File: config.mk
export PLATFORM = sky130hd
export DESIGN_NAME = dmem_arbiter
export DESIGN_NICKNAME = d
export VERILOG_FILES = /design/src/rtl/dmem_arb_pkg.sv /design/src/rtl/dmem_arb_lock_timer.sv /design/src/rtl/dmem_arbiter.sv
export SDC_FILE = /design/constraint.sdc
export NUM_CORES = 1
export LEC_CHECK = 0
export CORE_MARGIN = 10
export CORE_UTILIZATION = 33
export CTS_CLUSTER_SIZE = 24
export DETAILED_ROUTE_END_ITERATION = 6
export PLACE_DENSITY = 0.89
export SYNTH_ARGS = -nofsm -noshare
export SYNTH_HDL_FRONTEND = slang
export SYNTH_HIERARCHICAL = 1
export SYNTH_SLANG_ARGS = --single-unit
File: constraint.sdc
create_clock -name clk -period 2.8 [get_ports clk]
set_input_delay 0.84 -clock clk [delete_from_list [all_inputs] [get_ports clk]]
set_output_delay 0.84 -clock clk [all_outputs]
set_load 0.05 [all_outputs]
File: src/rtl/dmem_arb_pkg.sv
// Shared types for the data-memory arbiter slice.
// Write-size encoding, FSM states and a write-detect helper.
package dmem_arb_pkg;

  localparam logic [1:0] WR_NONE = 2'b00;
  localparam logic [1:0] WR_BYTE = 2'b01;
  localparam logic [1:0] WR_HALF = 2'b10;
  localparam logic [1:0] WR_WORD = 2'b11;

  localparam int unsigned LOCK_W = 8;

  typedef enum logic [1:0] {
    IDLE  = 2'd0,
    LOCK0 = 2'd1,
    LOCK1 = 2'd2
  } dmem_arb_state_t;

  function automatic logic is_wr(input logic [1:0] wr);
    return wr inside {WR_BYTE, WR_HALF, WR_WORD};
  endfunction

endpackage

File: src/rtl/dmem_arb_lock_timer.sv
// Lock watchdog: counts cycles spent in a lock state and
// flags the cycle that reaches LOCK_MAX.
module dmem_arb_lock_timer #(
  parameter int unsigned LOCK_MAX = 15
) (
  input  logic clk,
  input  logic rst_n,
  input  logic clear_i,
  input  logic enable_i,
  output logic expired_o
);
  import dmem_arb_pkg::*;

  localparam logic [LOCK_W-1:0] LAST = LOCK_W'(LOCK_MAX - 1);

  logic [LOCK_W-1:0] cnt_q;
  logic [LOCK_W-1:0] cnt_d;

  // Fires on the LOCK_MAX-th consecutive lock cycle.
  assign expired_o = enable_i && (cnt_q == LAST);

  always_comb begin
    cnt_d = cnt_q;
    if (clear_i) begin
      cnt_d = '0;
    end else if (enable_i) begin
      cnt_d = cnt_q + 1'b1;
    end
  end

  always_ff @(posedge clk) begin
    if (!rst_n) begin
      cnt_q <= '0;
    end else begin
      cnt_q <= cnt_d;
    end
  end

endmodule

File: src/rtl/dmem_arbiter.sv
// Two-port data-memory arbiter with optional bus lock.
// Define DMEM_ARB_RR_EN for round-robin ties, else port 0 wins.
module dmem_arbiter #(
  parameter int unsigned LOCK_MAX = 15
) (
  input  logic        clk,
  input  logic        rst_n,
  input  logic        req0_valid,
  output logic        req0_ready,
  input  logic [31:0] req0_addr,
  input  logic [1:0]  req0_wr,
  input  logic [31:0] req0_wdata,
  input  logic        req0_lock,
  input  logic        req1_valid,
  output logic        req1_ready,
  input  logic [31:0] req1_addr,
  input  logic [1:0]  req1_wr,
  input  logic [31:0] req1_wdata,
  input  logic        req1_lock,
  output logic        rsp0_valid,
  output logic [31:0] rsp0_rdata,
  output logic        rsp1_valid,
  output logic [31:0] rsp1_rdata,
  output logic [31:0] mem_rd_addr,
  input  logic [31:0] mem_rd_data,
  output logic [1:0]  mem_wr,
  output logic [31:0] mem_wr_addr,
  output logic [31:0] mem_wr_data,
  output logic        owner,
  output logic        lock_timeout
);
  import dmem_arb_pkg::*;

  dmem_arb_state_t state_q, state_d;

  logic        win0;
  logic        acc0, acc1, acc;
  logic        expired;
  logic        tmr_clear, tmr_en;
  logic [31:0] sel_addr, sel_wdata;
  logic [1:0]  sel_wr;
  logic        sel_lock;
  logic        owner_q, to_q;
  logic        pend0_q, pend1_q;
  logic [31:0] hold0_q, hold1_q;

`ifdef DMEM_ARB_RR_EN
  logic last_q;

  // last_q=1 means port 1 was served last, so port 0 wins a tie.
  assign win0 = last_q;

  always_ff @(posedge clk) begin
    if (!rst_n) begin
      last_q <= 1'b1;
    end else if (acc) begin
      last_q <= acc1;
    end
  end
`else
  assign win0 = 1'b1;
`endif

  always_comb begin
    req0_ready = 1'b0;
    req1_ready = 1'b0;
    if (rst_n) begin
      unique case (state_q)
        IDLE: begin
          req0_ready = req0_valid && (!req1_valid || win0);
          req1_ready = req1_valid && (!req0_valid || !win0);
        end
        LOCK0:   req0_ready = req0_valid;
        LOCK1:   req1_ready = req1_valid;
        default: ;
      endcase
    end
  end

  assign acc0 = req0_valid && req0_ready;
  assign acc1 = req1_valid && req1_ready;
  assign acc  = acc0 || acc1;

  always_comb begin
    sel_addr  = '0;
    sel_wr    = WR_NONE;
    sel_wdata = '0;
    sel_lock  = 1'b0;
    unique case (1'b1)
      acc0: begin
        sel_addr  = req0_addr;
        sel_wr    = req0_wr;
        sel_wdata = req0_wdata;
        sel_lock  = req0_lock;
      end
      acc1: begin
        sel_addr  = req1_addr;
        sel_wr    = req1_wr;
        sel_wdata = req1_wdata;
        sel_lock  = req1_lock;
      end
      default: ;
    endcase
  end

  always_comb begin
    mem_rd_addr = '0;
    mem_wr      = WR_NONE;
    mem_wr_addr = '0;
    mem_wr_data = '0;
    if (is_wr(sel_wr)) begin
      mem_wr      = sel_wr;
      mem_wr_addr = sel_addr;
      mem_wr_data = sel_wdata;
    end else if (acc) begin
      mem_rd_addr = sel_addr;
    end
  end

  // Watchdog expiry wins over the lock bit of a same-cycle request.
  always_comb begin
    state_d = state_q;
    unique case (state_q)
      IDLE: begin
        if (acc && sel_lock) begin
          state_d = acc1 ? LOCK1 : LOCK0;
        end
      end
      LOCK0, LOCK1: begin
        if (expired || (acc && !sel_lock)) begin
          state_d = IDLE;
        end
      end
      default: state_d = IDLE;
    endcase
  end

  assign tmr_en    = (state_q != IDLE);
  assign tmr_clear = (state_q == IDLE) || (state_d == IDLE);

  dmem_arb_lock_timer #(
    .LOCK_MAX (LOCK_MAX)
  ) u_timer (
    .clk       (clk),
    .rst_n     (rst_n),
    .clear_i   (tmr_clear),
    .enable_i  (tmr_en),
    .expired_o (expired)
  );

  always_ff @(posedge clk) begin
    if (!rst_n) begin
      state_q <= IDLE;
      owner_q <= 1'b0;
      to_q    <= 1'b0;
      pend0_q <= 1'b0;
      pend1_q <= 1'b0;
      hold0_q <= '0;
      hold1_q <= '0;
    end else begin
      state_q <= state_d;
      to_q    <= expired;
      pend0_q <= acc0 && !is_wr(req0_wr);
      pend1_q <= acc1 && !is_wr(req1_wr);
      if (acc) begin
        owner_q <= acc1;
      end
      if (pend0_q) begin
        hold0_q <= mem_rd_data;
      end
      if (pend1_q) begin
        hold1_q <= mem_rd_data;
      end
    end
  end

  // Memory data arrives a cycle after the address; pass it
  // straight through and keep a copy for the idle cycles.
  assign rsp0_valid   = pend0_q && rst_n;
  assign rsp1_valid   = pend1_q && rst_n;
  assign rsp0_rdata   = rsp0_valid ? mem_rd_data : hold0_q;
  assign rsp1_rdata   = rsp1_valid ? mem_rd_data : hold1_q;
  assign owner        = owner_q;
  assign lock_timeout = to_q;

endmodule

Word-level counts from Yosys, hierarchy flattened --
Cells that the tools add are included.
Operators by class: reductions and logical operators 26, muxes and demuxes 19, add/sub/neg operators 1, bitwise operators 1, equal/unequal tests 12
Operators by type and width (count):
- $mux 32 | 6
- $pmux 32 s2 | 2
- $eq 2x2->1 const B | 7
- $logic_and 1x1->1 | 10
- $reduce_bool 3->1 | 3
- $add 8x1->8 const B | 1
- $eq 2x1->1 const B | 4
- $eq 8x4->1 const B | 1
- $mux 2 | 4
- $pmux 2 s2 | 2
- $reduce_or 2->1 | 3
- $logic_not 1->1 | 4
- $logic_not 2->1 | 2
- $pmux 1 s2 | 2
- $logic_or 1x1->1 | 3
- $mux 1 | 3
- $reduce_bool 2->1 | 1
- $not 1->1 | 1
Word-level totals: bits in registers 78, input bits 170, output and inout port bits 168, word-level logic and storage cells 67

Depth between registers and ports, before layout --
Gate-level depths: netlist of the first run.
depth after elaboration 14, gate-level depth with buffers 11, depth with buffers taken out 9

Hierarchy --
The synthesis of the first run kept the hierarchy.
Modules (own cells, without submodules):
- dmem_arbiter | area an instance 4585.6 um2, instances 1, cells an instance 517, seq. area each 1401.3 um2
- dmem_arb_lock_timer | area an instance 384.1 um2, instances 1, cells an instance 43, seq. area each 160.2 um2

Worst setup path after synthesis of the first run --
Ideal clock, no wire load.
path type in2out, start input req0_valid, end output mem_wr_data[24], setup slack -646 ps, required time 1960 ps, stages on the path 7, path buffers 2, arrival time 2606 ps, path through and3b_1 -> o211ai_2 -> inv_2 -> buf_2 -> buf_2 -> a22oi_1 -> nor2_1
On the way: longest elaborated chain between the ends 9
Ends and longest elaborated chain:
- start, declared | RTL line dmem_arbiter.sv:8 | input logic req0_valid,
- $logic_not 1->1 (*) | RTL line dmem_arbiter.sv:71 | req1_ready = req1_valid && (!req0_valid || !win0);
- $logic_and 1x1->1 (*) | RTL line dmem_arbiter.sv:71
- $pmux 1 s2 (*) | RTL line dmem_arbiter.sv:68 | unique case (state_q)
- $mux 1 (*) | RTL line dmem_arbiter.sv:67 | if (rst_n) begin
- named net req1_ready | RTL line dmem_arbiter.sv:15 | output logic req1_ready,
- $logic_and 1x1->1 (*) | RTL line dmem_arbiter.sv:81 | assign acc1 = req1_valid && req1_ready;
- $pmux 2 s2 | RTL line dmem_arbiter.sv:89 | unique case (1'b1)
- $eq 2x1->1 or $eq 2x2->1 (tied branches) | RTL line dmem_arb_pkg.sv:19 | return wr inside {WR_BYTE, WR_HALF, WR_WORD};
- $reduce_bool 3->1 | RTL line dmem_arb_pkg.sv:19
- $mux 32 (*) | RTL line dmem_arbiter.sv:111 | if (is_wr(sel_wr)) begin
- end, declared | RTL line dmem_arbiter.sv:28 | output logic [31:0] mem_wr_data,
Mark *: on every way through the listed nets, which the timed path passes. The rest lies on a longest branch.

Worst setup path in the final report of the first run --
start input req0_valid, end output mem_wr_data[30]
On the way: longest elaborated chain between the ends 9
Ends and longest elaborated chain (RTL line):
- $logic_not 1->1 | dmem_arbiter.sv:71
- $logic_and 1x1->1 | dmem_arbiter.sv:71
- $pmux 1 s2 | dmem_arbiter.sv:68
- $mux 1 | dmem_arbiter.sv:67
- $logic_and 1x1->1 | dmem_arbiter.sv:81
- $pmux 2 s2 | dmem_arbiter.sv:89
- $eq 2x1->1 or $eq 2x2->1 (tied branches) | dmem_arb_pkg.sv:19
- $reduce_bool 3->1 | dmem_arb_pkg.sv:19
- $mux 32 (*) | dmem_arbiter.sv:111
Mark *: on every way between the ends. The rest lies on a longest branch, timed or not.

==> results of run 1 <==
==> repair_timing <==
action / in CTS / in global routing
gates resized for setup: 129 / 61
hold buffers: 0 / 0
pin swaps: 29 / 12
gates cloned: 14 / 12
endpoints found under the setup margin: 166 / 139
setup buffers: 20 / 10
==> power groups by stage <==
stage	clock network [mW]	logic (mW)	registers [mW]
after global placement	0	1.69	1.17
after CTS	1.15	1.94	1.14
after global routing	1.20	2.19	1.15
final	1.13	2.13	1.15
after detailed placement	0	1.71	1.17
after floorplan	0	0.876	1.17
==> synthesized netlist by cell type (all sizes together), types with 2 or more instances <==
cell type  count
nand3          5
mux2          64
o21ai          4
dfxtp         78
a22o          34
o211ai         3
and2          34
a211oi         2
a22oi         32
nand4          2
buf           30
or3            2
nor3           5
mux2i         64
a21oi          4
nor2         104
nor2b         32
nand2          7
ha             7
xor2           3
inv           11
clkbuf        18
==> cell type report <==
cell class,count,area [sq um]
Inverter,11,48.8
Fill cell,667,2420
Antenna cell,7,17.5
Sequential cell,78,1570
Timing Repair Buffer,450,6050
Clock buffer,12,236
Clock inverter,4,47.5
Tap cell,184,230
Multi-Input combinational cell,423,4020
==> kinds of logic (layout without fill, tap and decap cells) <==
group	count (synthesis)	in the layout	share of synthesized area [%]
buffers and inverters	59	477	5.56
other	0	7	0
adders and majority gates	7	7	1.76
AOI/OAI and AO/OA	88	88	14.0
DFF	78	78	31.4
muxes	128	128	27.4
xor gates and xnor gates	4	4	0.705
and+or+nand+nor	196	196	19.2
==> worst paths after layout <==
kind | end | slack (ns) | start
worst max register to register | u_timer/cnt_q[1] | -0.02 | state_q[0]
worst min-delay path | u_timer/cnt_q[7] | 0.47 | u_timer/cnt_q[7]
worst max-delay path | mem_wr_data[30] | -0.50 | req0_valid
worst min register to register | u_timer/cnt_q[7] | 0.47 | u_timer/cnt_q[7]
==> routing by layer <==
layer | GRT usage (%) | vias up | share of wire (%)
met3 | 9.52 | 135 | 8.9
met2 | 50.8 | 378 | 52
met1 | 25.1 | 3213 | 33
li1 | - | 2819 | -
met5 | 0 | - | 0
met4 | 15.2 | 0 | 6.6
==> worst min-delay path: cells and delay by family, from the launching register on <==
family / cells / cell delay, ns
AO/OA/AOI/OAI: 2 / 0.11
flip-flops: 1 / 0.31
==> metrics by stage <==
| stage | instance area (sq um) | total power, mW | std cells |
|---|---|---|---|
| 6_report | 12200 | 4.42 | 1169 |
| 4_1_cts | 11700 | 4.23 | 1143 |
| 3_3_place_gp | 10400 | 2.85 | 1093 |
| 3_5_place_dp | 10400 | 2.88 | 1093 |
| 2_1_floorplan | 5640 | 2.04 | 560 |
| 5_1_grt | 12200 | 4.53 | 1166 |
==> registers in the layout, summed over array words and instances, names as in the netlist <==
register	count
owner	1
state_q	2
lock_timeout	1
hold0_q	32
pend1_q	1
hold1_q	32
u_timer/cnt_q	8
pend0_q	1
==> key figures, run 1 <==
Run status
  – Outcome: finished, violations left
  – Failing checks: setup timing

Critical path
  – Critical-path top delay cell: o211ai_4
  – Worst-path maximum fanout: 6
  – Most frequent CP cell: buf_4
  – Type of the worst setup path: primary input to primary output
  – Reg2reg path depth: 17
  – Top delay family on crit path: buffers and inverters
  – Critical Path Max Stage Delay: between 0.2 and 0.3 ns
  – CP cell instances: buf_6, and3b_2, o211ai_4, inv_4, buf_4, buf_16, a22oi_2, buf_4, nor2_4, buf_12
  – WP depth: 10
  – Worst path arrival time: roughly 2.5 ns
  – CP Capture Type: primary output
  – WP data required: between 1.5 and 2 ns
  – Startpoint Class: primary input
  – WP buf/inv: 6

Yosys
  – Synthesized cell area: 4970 sq um
  – Net Count, Synth: about 740
  – Netlist cell types: 45
  – Yosys warns: 6
  – Post-synth EDFFs: 0
  – Ys flop type: dfxtp_1
  – Yosys top cell by area: dfxtp_1
  – Top cell type's share of synthesized area: 31.4%
  – Sequential fraction of the synthesis area: 31.4%
  – Synthesized area per cell: between 8 and 9 sq um
  – Flops & latches, synth: 78
  – Largest cells by area after synthesis: dfxtp_1 31%, mux2_2 15%, mux2i_1 13%
  – Post-synthesis cell count: between 500 and 600
  – Post-synth ARST share: 0%

Route
  – Routed len/inst: approximately 28 um
  – First DRT Iteration DRCs: about 340
  – # DRC: 0
  – Final wirelength: between 30 and 40 mm
  – Vias: between 6k and 7k
  – TritonRoute pass-1 iters: 5
  – DRT antenna net count: 0
  – Drt via density: 5.60

Timing
  – Setup ws final: -0.495 ns
  – Slew @ Worst Pin: between 0.6 and 0.7 ns
  – Final worst-path cycle share: 118%
  – Crit path time final: 3.30 ns
  – Max Clock Freq: about 0.30 GHz
  – Final TNS setup: -41.73 ns
  – Max Slew Vio Count: 0
  – Final hold slack: around 0.47 ns
  – Final hold vios: 0
  – Endpoints failing setup: roughly 100
  – Unrepaired setup endpoints after global routing: yes
  – Rel. slew slack: 53.5%
  – Clk_skew: roughly 0.0045 ns

Floorplanning
  – Die Y: approximately 140 um
  – Core ar.: ~15000 sq um
  – Num rows: 44
  – Ports: about 340
  – Initial core utilization: 33.9%
  – Die Area: 20400 sq um
  – Die X: approximately 140 um

Power and ir drop
  – PD cells: approximately 360 nW/um^2
  – Worst VDD drop: ~0.35 mV
  – Sw power: roughly 1.5 mW
  – Leak pwr: 4.86 nW
  – Switch share: about a third
  – Clk pwr share: 25.7%
  – Comb pwr share: a little under 50%
  – Int Power: 2.91 mW
  – Flop pwr share: a little over a quarter

Global route
  – Gr ovfl total: 0
  – Via count of the first global-routing pass: ~6.7k
  – Largest net degree at the start of global routing: 42
  – First-pass GRT wire length: approximately 43 mm
  – GRT Util Overall: 27.1%
  – Antenna violations before repair: 4

Cells and area
  – Area grow syn2layout: 146%
  – Post-layout util: a little over four fifths
  – Nets: between 1k and 1.5k
  – Layout cell share with drive strength beyond 1: a little over half
  – Most frequent cells in the layout: 167 x clkdlybuf4s50_1, 113 x buf_12, 74 x dfxtp_1
  – Commonest non-fill, non-tap cell in the layout: clkdlybuf4s50_1

Placement
  – HPWL after DPL: 20.1 mm
  – GPL Wtd Cong: 0.982
  – PortBufs: between 300 and 400
  – Pre-CTS WS: -0.715 ns

Clocking
  – TritonCTS Buffers: 9
  – Clock transition at path regs: around 0.050 ns
  – Worst-skew pair later-pin latency: 0.33 ns
  – Htree depth: 3
  – CTS root buffer: clkbuf_16
  – Clock Tree Buf Depth: 2
  – Clock sinks: 78
  – TritonCTS clock tree: yes

Run
  – Max_cap viols: 0

Min path
  – Hold-critical path depth: 2
  – Hold crit path type: flop to flop
Note: power is estimated with default switching activity, not from simulation.
==> inputs of run 2 (changes only) <==
- GPL_TIMING_DRIVEN: default -> 0
==> run 2 against run 1 <==
  * The flow still finishes with violations (setup timing)
  * Largest cell class unchanged
  * Maximum frequency grew 4.4%
  * Sequential share of layout area is 0.76 points higher
  * Global-route usage fell by 3.9 points
  * Wire length is 13% lower
  * Final cell count fell by 2.0%
  * Sequential power about the same
  * Total power decreased by 3.8%
  * Design area decreased by 5.6%
  * Clock power rose by 9%
  * Hold slack better by 0.014 ns
  * Via count down 5.5%
==> key figures, run 2 (synthesized netlist as in run 1, its figures left out) <==
Run status
  – Outcome: finished, violations left
  – Failing checks: setup timing

Critical path
  – R2R Path End: u_timer/cnt_q[1]
  – CP Capture Type: primary output
  – Type of the worst setup path: primary input to primary output
  – Worst R2R Start: state_q[1]
  – Worst path arrival time: about 2.3 ns
  – Flop-to-flop setup slack: between 0.2 and 0.3 ns
  – WP data required: around 2.0 ns
  – Reg2reg path depth: 11
  – Startpoint Class: primary input
  – Worst-path maximum fanout: 5

Route
  – Routed len/inst: around 25 um
  – Final wirelength: just under 30 mm
  – TritonRoute pass-1 iters: 5
  – Drt via density: about 5.4
  – First DRT Iteration DRCs: 250
  – DRT antenna net count: 0
  – Vias: between 6k and 7k
  – # DRC: 0

Timing
  – Endpoints failing setup: 120
  – Slew @ Worst Pin: approximately 0.65 ns
  – Crit path time final: ~3.2 ns
  – Max Slew Vio Count: 0
  – Max Clock Freq: 0.317 GHz
  – Final TNS setup: -26.99 ns
  – Final hold vios: 0
  – Final worst-path cycle share: 113%
  – Unrepaired setup endpoints after global routing: yes
  – Clk_skew: between 0.008 and 0.009 ns
  – Rel. slew slack: a little under three fifths
  – Setup ws final: -0.357 ns

Floorplanning
  – Initial core utilization: roughly a third
  – Die X: around 140 um
  – Die Y: ~140 um
  – Die Area: between 20000 and 25000 sq um
  – Ports: 338
  – Num rows: 44
  – Core ar.: 14600 sq um

Clocking
  – Clock transition at path regs: approximately 0.060 ns
  – TritonCTS clock tree: yes
  – Hold-fix buffers, CTS: 0
  – Htree depth: 3
  – Clock Tree Buf Depth: 2
  – TritonCTS Buffers: 9
  – CTS root buffer: clkbuf_16
  – Clock sinks: a little under 80
  – Worst-skew pair later-pin latency: 0.33 ns

Placement
  – Pre-CTS WS: -1.62 ns
  – PortBufs: ~340
  – HPWL after DPL: 19.0 mm
  – GPL Wtd Cong: 0.871
  – Dpl cells: ~1.1k

Cells and area
  – Area grow syn2layout: 132%
  – Fillers: approximately 790
  – Finished Layout Cells: roughly 1.1k
  – Biggest regs: hold0_q: 32 flops, hold1_q: 32 flops, u_timer/cnt_q: 8 flops
  – Post-layout util: 78.8%
  – Commonest non-fill, non-tap cell in the layout: clkdlybuf4s50_1
  – Layout cell share with drive strength beyond 1: ~51%
  – Nets: roughly 1.1k
  – Most frequent cells in the layout: 164 x clkdlybuf4s50_1, 102 x buf_8, 76 x dfxtp_1

Power and ir drop
  – PD cells: between 300 and 400 nW/um^2
  – Leak pwr: 4.75 nW
  – Power Total: approximately 4.2 mW
  – Worst VDD drop: around 0.37 mV

Global route
  – Via count of the first global-routing pass: 6245
  – GRT Util Overall: a little under a quarter
  – Largest net degree at the start of global routing: 14
  – Gr ovfl total: 0
  – First-pass GRT wire length: between 30 and 40 mm
  – Antenna violations before repair: 4

Min path
  – Hold endpoint: u_timer/cnt_q[7]
  – Hold crit path type: flop to flop
  – Hold-critical path depth: 2
  – Hold_sp: u_timer/cnt_q[7]

Run
  – Max_cap viols: 0
## run 2: cell types whose count changed in the layout (fill, tap and decap cells not counted), sizes merged, moves of 2 or more
| cell | before | now |
|---|---|---|
| buf | 271 | 228 |
| clkbuf | 22 | 39 |
| clkdlybuf4s15 | 0 | 3 |
| clkdlybuf4s50 | 167 | 164 |
| dlygate4sd2 | 2 | 5 |
| diode | 7 | 5 |
| nand2 | 7 | 9 |
## run 2: critical path, cell delays in order
cell and delay (ns):
dlygate4sd2_1 0.33, o211ai_4 0.14, o21a_4 0.27, buf_12 0.15
buf_12 0.14, clkbuf_16 0.17, nor2_4 0.10, buf_6 0.17
## run 2: final cells by class
cell class / count / area (sq um) / area share, %
Timing Repair Buffer: 381 / 4480 / 38.9
Multi-Input combinational cell: 425 / 4270 / 37.0
Sequential cell: 78 / 1570 / 13.6
Buffer: 46 / 604 / 5.24
Clock buffer: 12 / 267 / 2.31
Tap cell: 184 / 230 / 2.00
Clock inverter: 4 / 53.8 / 0.466
Inverter: 11 / 51.3 / 0.445
Antenna cell: 5 / 12.5 / 0.108
## run 2: layer usage
metal  wire length, um  share of wire [%]  vias up  GRT usage [%]
met4              1080                3.7        0           9.45
met2             15300                 53      318           42.8
met1              9800                 34     3022           23.5
li1                  -                  -     2768              -
met5                 0                  0        -              0
met3              2750                9.5       74           7.83
## run 2: metrics by stage
| step | instance area, sq um | hold WS [ns] |
|---|---|---|
| 6_report | 11500 | 0.485 |
| 3_5_place_dp | 9240 | 0.452 |
| 5_1_grt | 11500 | 0.498 |
| 4_1_cts | 10300 | 0.460 |
| 3_3_place_gp | 9240 | 0.447 |
| 2_1_floorplan | 5640 | 0.447 |
## run 2: worst max-delay path by stage
stage                            to       start  depth (start not counted)  slack [ns]
floorplan           mem_wr_data[10]  req0_valid                          6        -0.1
finish              mem_wr_data[16]  req1_valid                          8       -0.36
global placement     mem_rd_addr[3]  req0_valid                          7       -1.62
detailed placement  mem_rd_addr[28]       rst_n                          8       -1.62
global route        mem_wr_data[16]  req0_valid                          9       -0.39
CTS                  mem_rd_addr[5]  state_q[0]                          9       -0.31
## run 2: repair_timing
item / in CTS / in global routing
gates resized for setup: 1210 / 241
cloned: 6 / 10
setup endpoints to repair: 166 / 159
setup buffers: 19 / 11
endpoints found under the hold margin: 0 / 0
pin swaps: 25 / 16
## run 2: where the power goes
group / total, mW / switching (mW) / internal [mW]
registers: 1.15 / 0.0183 / 1.13
clock network: 1.23 / 0.465 / 0.765
logic: 1.87 / 0.958 / 0.911
